==> config.mk <==
export PLATFORM = sky130hd
export DESIGN_NAME = mem_access_stage
export DESIGN_NICKNAME = d
export VERILOG_FILES = /design/src/rtl/mem_access_stage.sv
export SDC_FILE = /design/constraint.sdc
export NUM_CORES = 1
export LEC_CHECK = 0
export ABC_AREA = 1
export CORE_ASPECT_RATIO = 0.9
export CORE_MARGIN = 10
export CORE_UTILIZATION = 44
export DETAILED_ROUTE_END_ITERATION = 10
export PLACE_DENSITY = 0.82
export RECOVER_POWER = 100
export SETUP_SLACK_MARGIN = 0.2
export SLEW_MARGIN = 10
export SYNTH_ARGS = -nofsm -noshare
export SYNTH_HDL_FRONTEND = slang
export SYNTH_SLANG_ARGS = --single-unit
==> constraint.sdc <==
create_clock -name clk -period 2.2 [get_ports clk]
set_input_delay 0.66 -clock clk [delete_from_list [all_inputs] [get_ports clk]]
set_output_delay 0.66 -clock clk [all_outputs]
set_load 0.01 [all_outputs]
==> src/rtl/mem_access_stage.sv <==
// mem_access_stage: MEM-stage controller between EX/MEM and the data memory.
// Issues one-cycle read/write strobes and presents a registered WB bundle.
module mem_access_stage #(
    parameter int DEPTH  = 10,
    parameter int DATA_W = 32,
    parameter int REG_W  = 5
) (
    input  logic              clk,
    input  logic              reset,
    input  logic              in_valid,
    output logic              in_ready,
    input  logic              in_mem_read,
    input  logic              in_mem_write,
    input  logic              in_reg_write,
    input  logic [DATA_W-1:0] in_alu_result,
    input  logic [DATA_W-1:0] in_store_data,
    input  logic [REG_W-1:0]  in_rd,
    output logic              mem_read,
    output logic              mem_write,
    output logic [DATA_W-1:0] mem_address,
    output logic [DATA_W-1:0] mem_wdata,
    input  logic [DATA_W-1:0] mem_rdata,
    output logic              wb_valid,
    input  logic              wb_ready,
    output logic              wb_reg_write,
    output logic [REG_W-1:0]  wb_rd,
    output logic [DATA_W-1:0] wb_data,
    output logic              wb_fault
);

    typedef enum logic [1:0] {IDLE, RD, WR, OUT} state_t;

    state_t state;
    state_t state_next;
    logic   accept;
    logic   fault;
    logic   is_load;
    logic   is_store;
    logic   ld_reg_write;

    // Handshake and classification of the incoming instruction
    always_comb begin
        in_ready = (state == IDLE) | ((state == OUT) & wb_ready);
        accept   = in_valid & in_ready;
        fault    = ((in_mem_read | in_mem_write) &
                    (in_alu_result >= DATA_W'(DEPTH))) |
                   (in_mem_read & in_mem_write);
        is_load  = in_mem_read & ~fault;
        is_store = in_mem_write & ~fault;
    end

    // Next-state selection
    always_comb begin
        state_next = state;
        unique case (state)
            IDLE, OUT: begin
                if (accept) begin
                    if (is_load)       state_next = RD;
                    else if (is_store) state_next = WR;
                    else               state_next = OUT;
                end else if (state == OUT && wb_ready) begin
                    state_next = IDLE;
                end
            end
            RD:      state_next = OUT;
            WR:      state_next = OUT;
            default: state_next = IDLE;
        endcase
    end

    // State register
    always_ff @(posedge clk) begin
        if (reset) state <= IDLE;
        else       state <= state_next;
    end

    // Memory strobes and writeback bundle; strobes last one cycle only
    always_ff @(posedge clk) begin
        if (reset) begin
            mem_read     <= 1'b0;
            mem_write    <= 1'b0;
            mem_address  <= '0;
            mem_wdata    <= '0;
            wb_valid     <= 1'b0;
            wb_reg_write <= 1'b0;
            wb_fault     <= 1'b0;
            wb_rd        <= '0;
            wb_data      <= '0;
            ld_reg_write <= 1'b0;
        end else begin
            mem_read  <= 1'b0;
            mem_write <= 1'b0;
            if (accept) begin
                wb_rd <= in_rd;
                if (fault) begin
                    wb_valid     <= 1'b1;
                    wb_fault     <= 1'b1;
                    wb_reg_write <= 1'b0;
                    wb_data      <= in_alu_result;
                end else if (is_load) begin
                    mem_read     <= 1'b1;
                    mem_address  <= in_alu_result;
                    ld_reg_write <= in_reg_write;
                    wb_valid     <= 1'b0;
                    wb_fault     <= 1'b0;
                    wb_reg_write <= 1'b0;
                end else if (is_store) begin
                    mem_write    <= 1'b1;
                    mem_address  <= in_alu_result;
                    mem_wdata    <= in_store_data;
                    wb_valid     <= 1'b0;
                    wb_fault     <= 1'b0;
                    wb_reg_write <= 1'b0;
                end else begin
                    wb_valid     <= 1'b1;
                    wb_fault     <= 1'b0;
                    wb_reg_write <= in_reg_write;
                    wb_data      <= in_alu_result;
                end
            end else if (state == RD) begin
                wb_valid     <= 1'b1;
                wb_data      <= mem_rdata;
                wb_reg_write <= ld_reg_write;
            end else if (state == WR) begin
                wb_valid     <= 1'b1;
                wb_data      <= mem_address;
                wb_reg_write <= 1'b0;
            end else if (state == OUT && wb_ready) begin
                wb_valid     <= 1'b0;
                wb_reg_write <= 1'b0;
            end
        end
    end

endmodule

# After elaboration in Yosys (flattened, before gate mapping)
# Index checks and enable logic that the tools add are counted.
word_totals:
  reg_bits: 109
  latch_bits: 0
  ramBits: 0
  romBits: 0
  inputBits: 108
  output_inout_bits: 107
  word_cells: 72
  mem_count: 0
classes:
  add_sub_neg: 0
  mul: 0
  div: 0
  order_cmp: 1
  eq_ne: 6
  shifts: 0
  n_mux: 29
  n_bitwise: 12
  reduce_logical: 13
op_table:
  columns: ["op", "count"]
  rows:
  - ["32-bit 2-to-1 mux", 8]
  - ["32-bit by 4-bit greater-or-equal comparator with 1-bit output (second input constant)", 1]
  - ["1-bit 2-to-1 mux", 17]
  - ["3-bit != test (second input constant)", 3]
  - ["3-bit AND reduction", 3]
  - ["1-bit AND", 6]
  - ["2-bit 2-to-1 mux", 3]
  - ["2-bit == test (second input constant)", 2]
  - ["2-bit case mux with 2 select lines", 1]
  - ["4-bit AND reduction", 1]
  - ["4-bit nonzero test", 1]
  - ["2-bit OR reduction", 2]
  - ["4-bit OR reduction", 1]
  - ["1-bit inverter", 3]
  - ["1-bit bitwise OR", 3]
  - ["3-bit nonzero test", 1]
  - ["3-bit OR reduction", 1]
  - ["2-bit by 1-bit == test with 1-bit output (second input constant)", 1]
  - ["2-bit logical NOT", 1]
  - ["2-bit nonzero test", 1]
  - ["1-bit logical AND", 1]

# Depth between registers and ports, before layout
depth:
  depth_word: 9
  ltp_mapped: 14
  mapped_depth_nobuf: 12

# Worst setup path before layout
# OpenSTA, ideal clock, no wires.
synth_timing:
  kind: "input -> register"
  startpoint: "input wb_ready"
  endpoint: "register wb_fault"
  setup_time_ns: 0.122
  arrival_time_ns: 1.629
  required_ns: 2.078
  slack_ns: 0.450
  stages: 9
  path_buffers: 3
  path_cell_list: "nand2_1 -> nand2_1 -> nand2_2 -> inv_2 -> buf_4 -> buf_4 -> buf_4 -> o21ai_0 -> a21oi_1"
synth_via:
  elab_chain_len: 3
synth_lines:
  columns: ["element", "line_no", "rtl"]
  rows:
  - ["from (decl)", "24", "input logic wb_ready,"]
  - ["1-bit AND", "43", "in_ready = (state == IDLE) | ((state == OUT) & wb_ready);"]
  - ["1-bit bitwise OR", "43", null]
  - ["via in_ready", "11", "output logic in_ready,"]
  - ["1-bit AND", "44", "accept = in_valid & in_ready;"]
  - ["to (signal assigned)", "86", "wb_fault <= 1'b0;"]
  - ["to (signal assigned)", "97", "wb_fault <= 1'b1;"]
  - ["to (signal assigned)", "105", "wb_fault <= 1'b0;"]
  - ["to (decl)", "28", "output logic wb_fault"]
# The timed path passes the listed nets, and every way through them passes these cells.
# A chain may end at the register's enable or synchronous reset.

# Worst setup path in the final report
layout_timing:
  startpoint: "register wb_data[23]"
  endpoint: "output wb_data[23]"
layout_lines:
  columns: ["element", "line_no", "rtl"]
  rows:
  - ["from (decl)", "27", "output logic [DATA_W-1:0] wb_data,"]
  - ["from (signal assigned)", "99", "wb_data <= in_alu_result;"]
  - ["from (signal assigned)", "118", "wb_data <= in_alu_result;"]
  - ["from (signal assigned)", "122", "wb_data <= mem_rdata;"]
# No word-level cell between the ends.

==> reports/metrics.yaml <==
status:
  status: "finished, final reports clean"
power:
  p_per_area_mw_per_mm2: 876
  peakVddDrop_mv: 0.480
  p_total_mw: 7.36
  p_leak_nw: 4.54
placed_design:
  port_buffers: 214
  placed_cells: 1163
  dp_hpwl_um: 13600
  gp_congestion: 0.918
  dpl_worst_slack_ns: -0.251
worst_setup_path:
  r2r_end: "wb_data[23]"
  crit_type: "register to output pin"
  rr_startpoint: "state[1]"
  critPathLaunch: "wb_data[23]"
  arrival_ns: 1.37
  slowest_stage: "dlygate4sd3_1"
  crit_family: "buffers and inverters"
  crit_path_end: "wb_data[23]"
  cp_cell_sequence: "dlygate4sd3_1"
  crit_cells: 1
  worst_setup_path_end_kind: "output pin"
  slowest_delay_ns: 0.64
  critPathRequiredTime_ns: 1.54
  reg2reg_depth: 12
  crit_buf_inv: 1
  crit_path_start_kind: "register"
  r2r_slack_ns: 0.22
  cp_max_fo: 2
sta:
  period_needed_ns: 2.03
  setup_viol: 0
  fin_crit_sh: 0.923
  timing.hold.ws_ns: 0.467
  skew_ns: 0.00788
  fin_ws_ns: 0.168
  fmax_mhz: 492
  slew_headroom: 0.691
  maxSlewViolCount: 0
  rsz0062_at_grt: "yes"
  worst_pin_slew_ns: 0.458
  hold_violations: 0
logic_synthesis:
  syn_avg_cell_area_sq_um: 6.50
  synth_warnings: 0
  async_flop_share: 0
  yosysUniqueCellTypes: 25
  syn-cell-area_sq_mm: 0.00529
  synth_area_leaders: "dfxtp_1 (41%), nand2_1 (14%), inv_1 (9.7%)"
  ys_seq_area_frac: 0.413
  syn_inst: 814
  syn-num-nets: 926
  yosysTopAreaCellShare: 0.413
  synth_edf_count: 0
  synth_top_area_cell: "dfxtp_1"
  synth_ff_type: "dfxtp_1"
  synth_seq_cells: 109
grt:
  antenna_found_initial: 1
  grt_max_degree: 47
  grt_pass1_wl_um: 27200
  track_usage: 0.205
  grt_pass1_vias: 5097
  grt_overflow: 0
finish:
  layout_commonest_cell: "nand2_1"
  finalNonFillerCells: 1196
  seq_area_sq_mm: 0.00219
  fillers: 959
  area_delta_synth_final_pct: 58.8
  final_cell_mix: "nand2_1 (189), inv_1 (134), nor2_1 (132)"
  post-route-util: 0.726
  multiInputGateArea_sq_mm: 0.00238
  fin_nets: 1146
  drive_gt1_frac: 0.0837
clock_network:
  cts_buffer_depth: 2
  path_clk_slew_ns: 0.07
  root_buffer: "clkbuf_16"
  cts_buffers: 9
  ctsHtreeMaxLevel: 3
  cts_tree: "built"
  clock_latency_ns: 0.35
  clock_sinks: 109
  holdBufCountCts: 0
route:
  drt_iter0_markers: 432
  routed_via_density: 4.80
  drt_wl_total_um: 19400
  via_count: 5743
  first_pass_iters: 5
  drtAntennaViolNets: 0
  wl_per_cell_um: 16.2
  drc: 0
flow_run:
  drv_cap: 0
floorplanning:
  die_h_um: 124
  initial_core_util: 0.457
  rows: 37
  core_area_sq_mm: 0.0116
  design.die.area_sq_mm: 0.0168
  die_w_um: 136
  io_pins: 215
hold_path:
  worstHoldPathType: "register to register"
[where the power goes]
part / switching, mW / internal [mW] / total [mW] / leakage, nW
sequential: 0.148 / 2.25 / 2.40 / 0.888
clock: 0.718 / 0.881 / 1.60 / 0.138
combinational: 1.90 / 1.46 / 3.36 / 3.51
total: 2.77 / 4.59 / 7.36 / 4.54
[metrics by stage]
stage                     TNS (ns)  area, sq um
after global routing             0         8400
final                            0         8400
after detailed placement    -15.46         7650
after global placement      -13.88         7650
after CTS                        0         8100
after floorplan                  0         5290
[worst min path at each step]
stage | start | slack [ns] | endpoint | cells past startpoint
after floorplan | ld_reg_write | 0.43 | ld_reg_write | 2
after global placement | ld_reg_write | 0.45 | ld_reg_write | 2
after detailed placement | mem_address[23] | 0.46 | mem_address[23] | 2
after CTS | mem_address[23] | 0.47 | mem_address[23] | 2
after global routing | mem_address[22] | 0.49 | mem_address[22] | 2
final | mem_address[23] | 0.47 | mem_address[23] | 2
[cell usage after synthesis (2+ instances only)]
cell	instances
nand2_2	2
clkbuf_1	17
o21ai_0	59
ha_1	4
inv_1	137
dfxtp_1	109
nand4_1	3
o211ai_1	5
nor2_1	136
buf_2	12
a21oi_1	39
nand3_1	65
nand2_1	192
buf_4	13
nand3_2	2
o21ai_1	4
buf_6	7
[what timing repair did]
action / CTS / global route
gates cloned: 3 / 7
gates resized for setup: 21 / 72
pin swaps: 4 / 49
setup buffers: 3 / 3
setup endpoints to repair: 51 / 106
[per-layer routing]
metal / part of all wire / GRT usage
met5: 0 / 0
met4: 0.029 / 0.0672
met3: 0.064 / 0.0475
met2: 0.50 / 0.349
met1: 0.41 / 0.252
[registers in the layout, indices dropped and copies added (netlist names)]
signal,count
ld_reg_write,1
mem_address,32
mem_read,1
mem_wdata,32
mem_write,1
state,2
wb_data,32
wb_fault,1
wb_rd,5
wb_reg_write,1
wb_valid,1
[cells by family (layout without fill, tap and decap cells)]
kind of cell | after synthesis | in the layout | share of synthesized area
AOI/OAI and AO/OA | 108 | 108 | 0.105
adders and majority gates | 4 | 4 | 0.00947
buffers and inverters | 188 | 413 | 0.156
DFF | 109 | 109 | 0.413
other | 0 | 1 | 0
and+or+nand+nor | 405 | 405 | 0.317
[layout make-up]
class | instances | area share
diodes | 1 | 0.000298
well taps | 156 | 0.0232
clock inverters | 6 | 0.00760
clock buffers | 10 | 0.0273
flip-flops and latches | 109 | 0.260
repair buffers | 259 | 0.335
inverters | 138 | 0.0620
multi-input cells | 517 | 0.284
No activity file was read; power rests on OpenSTA's default activity.
